### config.mk
export PLATFORM = sky130hd
export DESIGN_NAME = xor_reduce_ctrl_flat
export DESIGN_NICKNAME = d
export VERILOG_FILES = /design/src/rtl/xor_reduce_ctrl_pkg.sv /design/src/rtl/xor_reduce_ctrl_if.sv /design/src/rtl/xor_16bit.sv /design/src/rtl/xor_reduce_ctrl.sv /design/src/flat_wrapper.sv
export SDC_FILE = /design/constraint.sdc
export NUM_CORES = 1
export LEC_CHECK = 0
export CORE_MARGIN = 8
export CORE_UTILIZATION = 40
export CTS_BUF_LIST = sky130_fd_sc_hd__clkbuf_4 sky130_fd_sc_hd__clkbuf_8 sky130_fd_sc_hd__clkbuf_16
export DETAILED_ROUTE_END_ITERATION = 10
export PLACE_DENSITY_LB_ADDON = 0.05
export SETUP_SLACK_MARGIN = 0.15
export SLEW_MARGIN = 20
export SYNTH_ARGS = -nofsm -noshare
export SYNTH_HDL_FRONTEND = slang
export SYNTH_SLANG_ARGS = --single-unit
### constraint.sdc
create_clock -name clk -period 1.85 [get_ports clk]
set_input_delay 0.37 -clock clk [delete_from_list [all_inputs] [get_ports clk]]
set_output_delay 0.37 -clock clk [all_outputs]
set_load 0.05 [all_outputs]
### src/rtl/xor_reduce_ctrl_pkg.sv
// Shared constants for the XOR-reduce checksum sequencer: state encoding
// and the default accumulator seed.
package xor_reduce_ctrl_pkg;
  localparam logic [1:0]  ST_IDLE  = 2'd0;
  localparam logic [1:0]  ST_ACCUM = 2'd1;
  localparam logic [1:0]  ST_DONE  = 2'd2;
  localparam logic [15:0] DEF_SEED = 16'h0000;
endpackage

### src/rtl/xor_reduce_ctrl_if.sv
// Burst handshake bundle between an issuing stage (master) and the
// checksum sequencer (slave).
interface xor_reduce_ctrl_if #(parameter int LEN_W = 8);
  logic             start;
  logic [LEN_W-1:0] len;
  logic             abort;
  logic             inValid;
  logic [15:0]      inData;
  logic             inReady;
  logic             busy;
  logic             done;
  logic [15:0]      result;

  modport master (output start, len, abort, inValid, inData,
                  input  inReady, busy, done, result);
  modport slave  (input  start, len, abort, inValid, inData,
                  output inReady, busy, done, result);
endinterface

### src/rtl/xor_16bit.sv
// Existing 16-bit XOR datapath reused by the checksum sequencer.
module xor_16bit (
  input  logic [15:0] InA,
  input  logic [15:0] InB,
  output logic [15:0] Out
);
  assign Out = InA ^ InB;
endmodule

### src/rtl/xor_reduce_ctrl.sv
// XOR-reduce checksum sequencer: folds a burst of 16-bit words into one
// checksum through a single xor_16bit instance.
// Build option XOR_REDUCE_ROTATE_EN: rotate acc left by one before each
// fold, making the checksum order-sensitive.
module xor_reduce_ctrl
  import xor_reduce_ctrl_pkg::*;
#(
  parameter int          LEN_W = 8,
  parameter logic [15:0] SEED  = DEF_SEED
) (
  input logic clk,
  input logic rst_n,
  xor_reduce_ctrl_if.slave bus
);

  logic [1:0]       state, stateNxt;
  logic [15:0]      acc, accNxt;
  logic [LEN_W-1:0] cnt, cntNxt;
  logic [15:0]      result, resultNxt;
  logic [15:0]      accRot, foldOut;
  logic             beat;

`ifdef XOR_REDUCE_ROTATE_EN
  assign accRot = {acc[14:0], acc[15]};
`else
  assign accRot = acc;
`endif

  xor_16bit uXor (
    .InA (accRot),
    .InB (bus.inData),
    .Out (foldOut)
  );

  assign bus.inReady = (state == ST_ACCUM);
  assign bus.busy    = (state == ST_ACCUM) || (state == ST_DONE);
  assign bus.done    = (state == ST_DONE);
  assign bus.result  = result;
  assign beat        = bus.inValid && bus.inReady;

  // State, accumulator, counter and result registers with sync reset
  always_ff @(posedge clk) begin
    if (!rst_n) begin
      state  <= ST_IDLE;
      acc    <= SEED;
      cnt    <= '0;
      result <= 16'h0000;
    end else begin
      state  <= stateNxt;
      acc    <= accNxt;
      cnt    <= cntNxt;
      result <= resultNxt;
    end
  end

  // Next-state logic; abort beats a coincident final beat, and the
  // counter only decrements on a beat and never below zero
  always_comb begin
    stateNxt  = state;
    accNxt    = acc;
    cntNxt    = cnt;
    resultNxt = result;
    case (state)
      ST_IDLE: begin
        if (bus.start) begin
          accNxt = SEED;
          if (bus.len != '0) begin
            stateNxt = ST_ACCUM;
            cntNxt   = bus.len;
          end else begin
            stateNxt = ST_DONE;
          end
        end
      end
      ST_ACCUM: begin
        if (bus.abort) begin
          stateNxt = ST_IDLE;
          cntNxt   = '0;
        end else if (beat) begin
          accNxt = foldOut;
          if (cnt != '0) cntNxt = cnt - LEN_W'(1);
          if (cnt == LEN_W'(1)) stateNxt = ST_DONE;
        end
      end
      ST_DONE: begin
        resultNxt = acc;
        stateNxt  = ST_IDLE;
      end
      default: stateNxt = ST_IDLE;
    endcase
  end

endmodule
### src/flat_wrapper.sv
// flat-port wrapper written by rule: the top's interface ports become plain ports
module xor_reduce_ctrl_flat import xor_reduce_ctrl_pkg::*;
#(
  parameter int          LEN_W = 8,
  parameter logic [15:0] SEED  = DEF_SEED
)
  (clk, rst_n, bus_start, bus_len, bus_abort, bus_inValid, bus_inData, bus_inReady, bus_busy, bus_done, bus_result);
  xor_reduce_ctrl_if #(.LEN_W(LEN_W)) bus_i ();
  input logic clk;
  input logic rst_n;
  input wire logic [$bits(bus_i.start)-1:0] bus_start;
  input wire logic [$bits(bus_i.len)-1:0] bus_len;
  input wire logic [$bits(bus_i.abort)-1:0] bus_abort;
  input wire logic [$bits(bus_i.inValid)-1:0] bus_inValid;
  input wire logic [$bits(bus_i.inData)-1:0] bus_inData;
  output wire logic [$bits(bus_i.inReady)-1:0] bus_inReady;
  output wire logic [$bits(bus_i.busy)-1:0] bus_busy;
  output wire logic [$bits(bus_i.done)-1:0] bus_done;
  output wire logic [$bits(bus_i.result)-1:0] bus_result;
  assign bus_i.start = bus_start;
  assign bus_i.len = bus_len;
  assign bus_i.abort = bus_abort;
  assign bus_i.inValid = bus_inValid;
  assign bus_i.inData = bus_inData;
  assign bus_inReady = bus_i.inReady;
  assign bus_busy = bus_i.busy;
  assign bus_done = bus_i.done;
  assign bus_result = bus_i.result;
  xor_reduce_ctrl #(.LEN_W(LEN_W), .SEED(SEED)) u_core (.clk(clk), .rst_n(rst_n), .bus(bus_i));
endmodule
---- After elaboration in Yosys (flattened, before gate mapping) ----
Cells that the tools add are included.
storage, ports and cells
  bits of input ports ..................... 29
  output and inout port bits .............. 19
  flip-flop bits (word level) ............. 42
cells by class
  add/subtract/negate cells ............... 1
  eq/ne operators ......................... 10
  mux-type cells .......................... 16
  bitwise logic cells ..................... 1
  reduce and logical (&&, ||, !) cells .... 9
operators by type and width
  operator                                          number
  2-to-1 mux 16 bit                                 3
  2-to-1 mux 8 bit                                  5
  case mux 16 bit (2 select lines)                  1
  case mux 8 bit (2 select lines)                   1
  nonzero test 8 bit                                2
  XOR 16 bit                                        1
  2-to-1 mux 2 bit                                  5
  != test 3 bit, second input constant              3
  == test 8 x 1 -> 1 bit, second input constant     1
  subtractor 8 x 1 -> 8 bit, second input constant  1
  != test 2 bit, second input constant              3
  AND reduction 5 bit                               1
  case mux 2 bit (2 select lines)                   1
  AND reduction 4 bit                               1
  AND reduction 3 bit                               1
  == test 2 x 1 -> 1 bit, second input constant     1
  == test 2 bit, second input constant              1
  zero test 2 bit                                   1
  != test 2 x 1 -> 1 bit, second input constant     1
  nonzero test 2 bit                                1
  logical AND 1 bit                                 1
  logical OR 1 bit                                  1

---- Logic depth before layout (Yosys ltp) ----
  word-level depth ........................ 5
  gate-level depth with buffers ........... 8
  mapped depth without buffers ............ 6

---- Cells and area by module ----
A second synthesis with hierarchy kept.
unflattened totals
  cells, all modules ...................... 243
  area, all modules ....................... 2080.7 um^2
by module, submodules not included
  module           area each (um^2)  cells each  instances
  xor_reduce_ctrl  1940.6            227         1
  xor_16bit        140.1             16          1

---- Worst setup path before layout ----
OpenSTA, ideal clock, no wires.
  kind .................................... register -> register
  start ................................... reg u_core.state[1]
  end ..................................... reg u_core.acc[10]
  required time ........................... 1.780 ns
  cell stages (with the launch flop) ...... 8
  path slack .............................. -0.112 ns
  arrival ................................. 1.891 ns
  clock period less this slack ............ 1.962 ns
  cells stage by stage .................... dfxtp_1 -> inv_1 -> ha_1 -> mux2i_2 -> a21o_1 -> clkbuf_1 -> or3_1 -> a21oi_1
between the ends
  word-level cells in the longest chain between the ends .. 4
  elaborated cells on any way between the ends .. 9
  classes of those cells .................. eq/ne (4); mux (1); reduce/logical (4)
ends and longest elaborated chain
  item                                  line                   RTL
  start, declared                       xor_reduce_ctrl.sv:16  logic [1:0] state, stateNxt;
  start signal, assigned                xor_reduce_ctrl.sv:49  state <= stateNxt;
  == test 2 x 1 -> 1 bit (*)            xor_reduce_ctrl.sv:35  assign bus.inReady = (state == ST_ACCUM);
  via bus_inReady                       flat_wrapper.sv:16     output wire logic [$bits(bus_i.inReady)-1:0] bus_inReady;
  logical AND 1 bit                     xor_reduce_ctrl.sv:39  assign beat = bus.inValid && bus.inReady;
  != test 2 bit (no source line)        n/a
  AND reduction 4 bit (no source line)  n/a
  end signal, assigned                  xor_reduce_ctrl.sv:50  acc <= accNxt;
  end, declared                         xor_reduce_ctrl.sv:17  logic [15:0] acc, accNxt;
Mark *: on every way through the listed nets, which the timed path passes. The rest lies on a longest branch.
A chain may end at the register's enable or synchronous reset.

---- Final worst setup path ----
  start ................................... reg u_core.state[1]
  end ..................................... reg u_core.acc[0]
between the ends
  word-level cells in the longest chain between the ends .. 4
  elaborated cells on any way between the ends .. 9
  classes of those cells .................. eq/ne (4); mux (1); reduce/logical (4)
ends and longest elaborated chain
  item                                  line
  == test 2 x 1 -> 1 bit                xor_reduce_ctrl.sv:35, xor_reduce_ctrl.sv:63
  logical AND 1 bit                     xor_reduce_ctrl.sv:39
  != test 2 bit (no source line)        n/a
  AND reduction 4 bit (no source line)  n/a
Parallel ways exist; a longest one is shown, timed or not.

==> impl_metrics.csv <==
group,metric,value,unit
global_route,residual_overflow_from_global_routing,0,
setup_path,r2r.worst_path.cells,7,
yosys,postSynthCellCount,247,
die,floorplan.die.width,90.6,um
yosys,syn-mean-instance-area,9.00,um^2
clock_tree,clock_tree.root_cell,"clkbuf_8",
cells_and_area,mostFrequentLayoutCell,"dfxtp_1",
global_route,globalRouteTotalUtil,13.7,%
setup_path,endpoint_arrival_time_on_the_critical_path,1.90,ns
timing,max_freq,0.599,GHz
die,floorplan.die_area,8200,um^2
timing,max_slew.worst_pin.slew,0.501,ns
run_status,outcome,"complete, no violations",
die,core_area,5440,um^2
die,core.rowCount,27,
global_route,first_global_vias,1985,
timing,rsz_0062_raised_after_global_routing,"true",
routing,vias_per_cell,5.19,
yosys,yosys_warnings,0,
routing,dr_total_vias,2035,
timing,worst_hold_margin,0.489,ns
global_route,number_of_antenna_violations_at_the_first_check_in_global_routing,0,
place,count_of_port_buffers_added_during_placement,47,
cells_and_area,area_growth,43.1,%
yosys,synthArstFlopShare,0,%
global_route,grt_start_max_net_pins,22,
setup_path,start_kind,"flip-flop",
setup_path,endpoint_kind,"flip-flop",
cells_and_area,drive_gt1_share,26.9,%
timing,final_worst_path_period_need,1.67,ns
pwr,peakVddDrop,0.300,mV
pwr,power.static_leakage,1.26,nW
yosys,mappedNetlistNets,282,
yosys,netlist_area,2220,um^2
cells_and_area,insertedDiodeCount,0,
setup_path,critical_path_buf_inv_count,2,
timing,setup_slack,0.180,ns
job,timing.max_cap.violations,0,
timing,setup_viol_count_final,0,
yosys,synth-seq-area-share,37.8,%
routing,totalWireLength,5810,um
cells_and_area,finish.net_count,354,
place,dp_hpwl,4070,um
clock_tree,path_clk_slew,0.08,ns
clock_tree,numCtsBuffers,5,
setup_path,critical_path_depth,7,
routing,detailedRoute.firstIterationViolations,76,
setup_path,critPathSlowestCell,"dfxtp_4",
timing,timing.clock.skew,0.00454,ns
setup_path,worst_path_cell_chain,"inv_4 > ha_4 > mux2i_4 > a21o_4 > buf_6 > or3_4 > a21oi_2",
setup_path,timing.setup.critical_path_class,"reg2reg",
routing,drtPass1Iterations,4,
setup_path,rr_endpoint,"u_core.acc[0]$_SDFFE_PN0P_",
yosys,synth.lib_cells_used.distinct,50,
routing,drc,0,
setup_path,largest_driver_fanout_on_the_critical_path,7,
timing,final-hold-violation-count,0,
global_route,wire_length_of_the_first_global_routing_pass,9360,um
routing,drt-wirelength-per-cell,14.8,um
pwr,total_power,2.57,mW
die,floorplan.initialDensity,40.9,%
die,dieHeight,90.6,um
clock_tree,tritoncts,"done",
clock_tree,cts-htree-levels,2,
setup_path,path_delay_family,"flip-flops",
clock_tree,maximum_root_to_sink_buffer_count,2,
pwr,cellPowerDensity,808,nW/um^2
yosys,number_of_enable_type_register_cells_in_the_synthesized_netlist,0,
place,preCtsSetupSlack,-0.128,ns
cells_and_area,layout_common_cells,"40 x dfxtp_1, 36 x buf_4, 28 x clkdlybuf4s50_1",
yosys,ys_ff_latch,42,
setup_path,critical_path.max_stage_delay,0.37,ns
timing,setup_tns,0,ns
timing,slew-limit-headroom,66.7,%
setup_path,timing.rr.start,"u_core.state[1]$_SDFFE_PN0P_",
setup_path,critical_path.startpoint,"u_core.state[1]$_SDFFE_PN0P_",
timing,period_share,90.3,%
die,num_io_pins,48,
clock_tree,worst_skew_pair.late_latency,0.29,ns
place,globalplace.congestion,0.829,
clock_tree,clock_net_sink_count,42,
setup_path,worst-endpoint-required,2.08,ns
setup_path,worst_setup_path_endpoint,"u_core.acc[0]$_SDFFE_PN0P_",
yosys,dominantRegCellSynth,"dfxtp_1",
setup_path,worst-r2r-setup-slack,0.18,ns
min_path,worstHoldPathType,"reg2reg",
timing,final_max_slew_viol_count,0,
routing,drtAntennaViolNets,0,
[metal layers]
layer | global-route usage, % | up-vias | wire length (um)
met2 | 22.7 | 48 | 2830
met1 | 16.7 | 965 | 2670
met3 | 3.33 | 6 | 233
met4 | 5.13 | 0 | 71
li1 | - | 1016 | -
met5 | 0 | - | 0
[flip-flops by register name, indices dropped and copies added, names as in the netlist]
signal / flops
u_core.acc: 16
u_core.bus.result: 16
u_core.cnt: 8
u_core.state: 2
[synth_stat cells, types with 2 or more instances]
library cell / n / area, um^2
o31ai_1: 2 / 15.0
mux2i_1: 18 / 180
dfxtp_1: 42 / 841
nor2_1: 5 / 18.8
buf_6: 4 / 45.0
ha_1: 6 / 75.1
a211oi_1: 3 / 22.5
clkbuf_1: 7 / 26.3
or3_1: 15 / 93.8
nor2b_1: 22 / 138
nor3b_1: 2 / 15.0
or3_4: 2 / 22.5
nor3_1: 5 / 25.0
nand2_1: 11 / 41.3
a32o_1: 2 / 20.0
a21oi_1: 17 / 85.1
inv_1: 25 / 93.8
a311o_1: 2 / 20.0
o22ai_1: 4 / 25.0
o21ai_1: 4 / 20.0
o311ai_0: 2 / 17.5
o21ai_0: 18 / 90.1
nand4_1: 2 / 12.5
[logic make-up after synthesis]
logic type	share of synthesized area, %
AND/OR/NAND/NOR	22.2
AO/OA/AOI/OAI	19.0
flip-flops	37.8
buffers and inverters	8.55
multiplexers	8.72
adder cells (fa/ha/maj)	3.38
XOR/XNOR	0.394
[power breakdown]
part | total [mW] | switching (mW) | leakage (nW) | internal (mW)
clock network | 0.610 | 0.329 | 0.0486 | 0.281
registers | 1.04 | 0.0686 | 0.343 | 0.973
logic | 0.919 | 0.448 | 0.871 | 0.471
total | 2.57 | 0.845 | 1.26 | 1.73
[per-stage QoR]
stage          utilization [%]  instance area (um^2)  cells
6_report                  58.5                  3180    392
5_1_grt                   58.5                  3180    392
4_1_cts                   55.7                  3030    389
3_5_place_dp              53.0                  2880    374
3_3_place_gp              53.0                  2880    374
2_1_floorplan                -                  2240    247
[cell type report]
class                           instances  area (um^2)
Clock buffer                            6         76.3
Inverter                               25         96.3
Fill cell                             519         2260
Clock inverter                          2         13.8
Sequential cell                        42          846
Tap cell                               72         90.1
Multi-Input combinational cell        166         1320
Timing Repair Buffer                   79          736
[repair_timing]
| action | 4_1_cts | 5_1_grt |
|---|---|---|
| hold buffers | 0 | 0 |
| buffers inserted | 7 | 1 |
| gates resized for setup | 8 | 33 |
| cloned | 0 | 2 |
| pin swaps | 2 | 11 |
| endpoints found under the setup margin | 24 | 24 |
[worst min-delay path, stage by stage, from the launching register on]
cell     delay, ns
dfxtp_1       0.32
o21ai_0       0.07
a21oi_1       0.06
[how the worst min path moves through the flow]
stage	from	endpoint	depth (start not counted)	slack [ns]
3_5_place_dp	u_core.acc[4]$_SDFFE_PN0P_	u_core.acc[4]$_SDFFE_PN0P_	2	0.48
5_1_grt	u_core.acc[1]$_SDFFE_PN0P_	u_core.acc[1]$_SDFFE_PN0P_	2	0.51
6_report	u_core.acc[4]$_SDFFE_PN0P_	u_core.acc[4]$_SDFFE_PN0P_	2	0.49
3_3_place_gp	u_core.acc[15]$_SDFFE_PN0P_	u_core.acc[15]$_SDFFE_PN0P_	2	0.47
2_1_floorplan	u_core.acc[0]$_SDFFE_PN0P_	u_core.acc[0]$_SDFFE_PN0P_	2	0.46
4_1_cts	u_core.acc[4]$_SDFFE_PN0P_	u_core.acc[4]$_SDFFE_PN0P_	2	0.49
No activity file was read; power rests on OpenSTA's default activity.
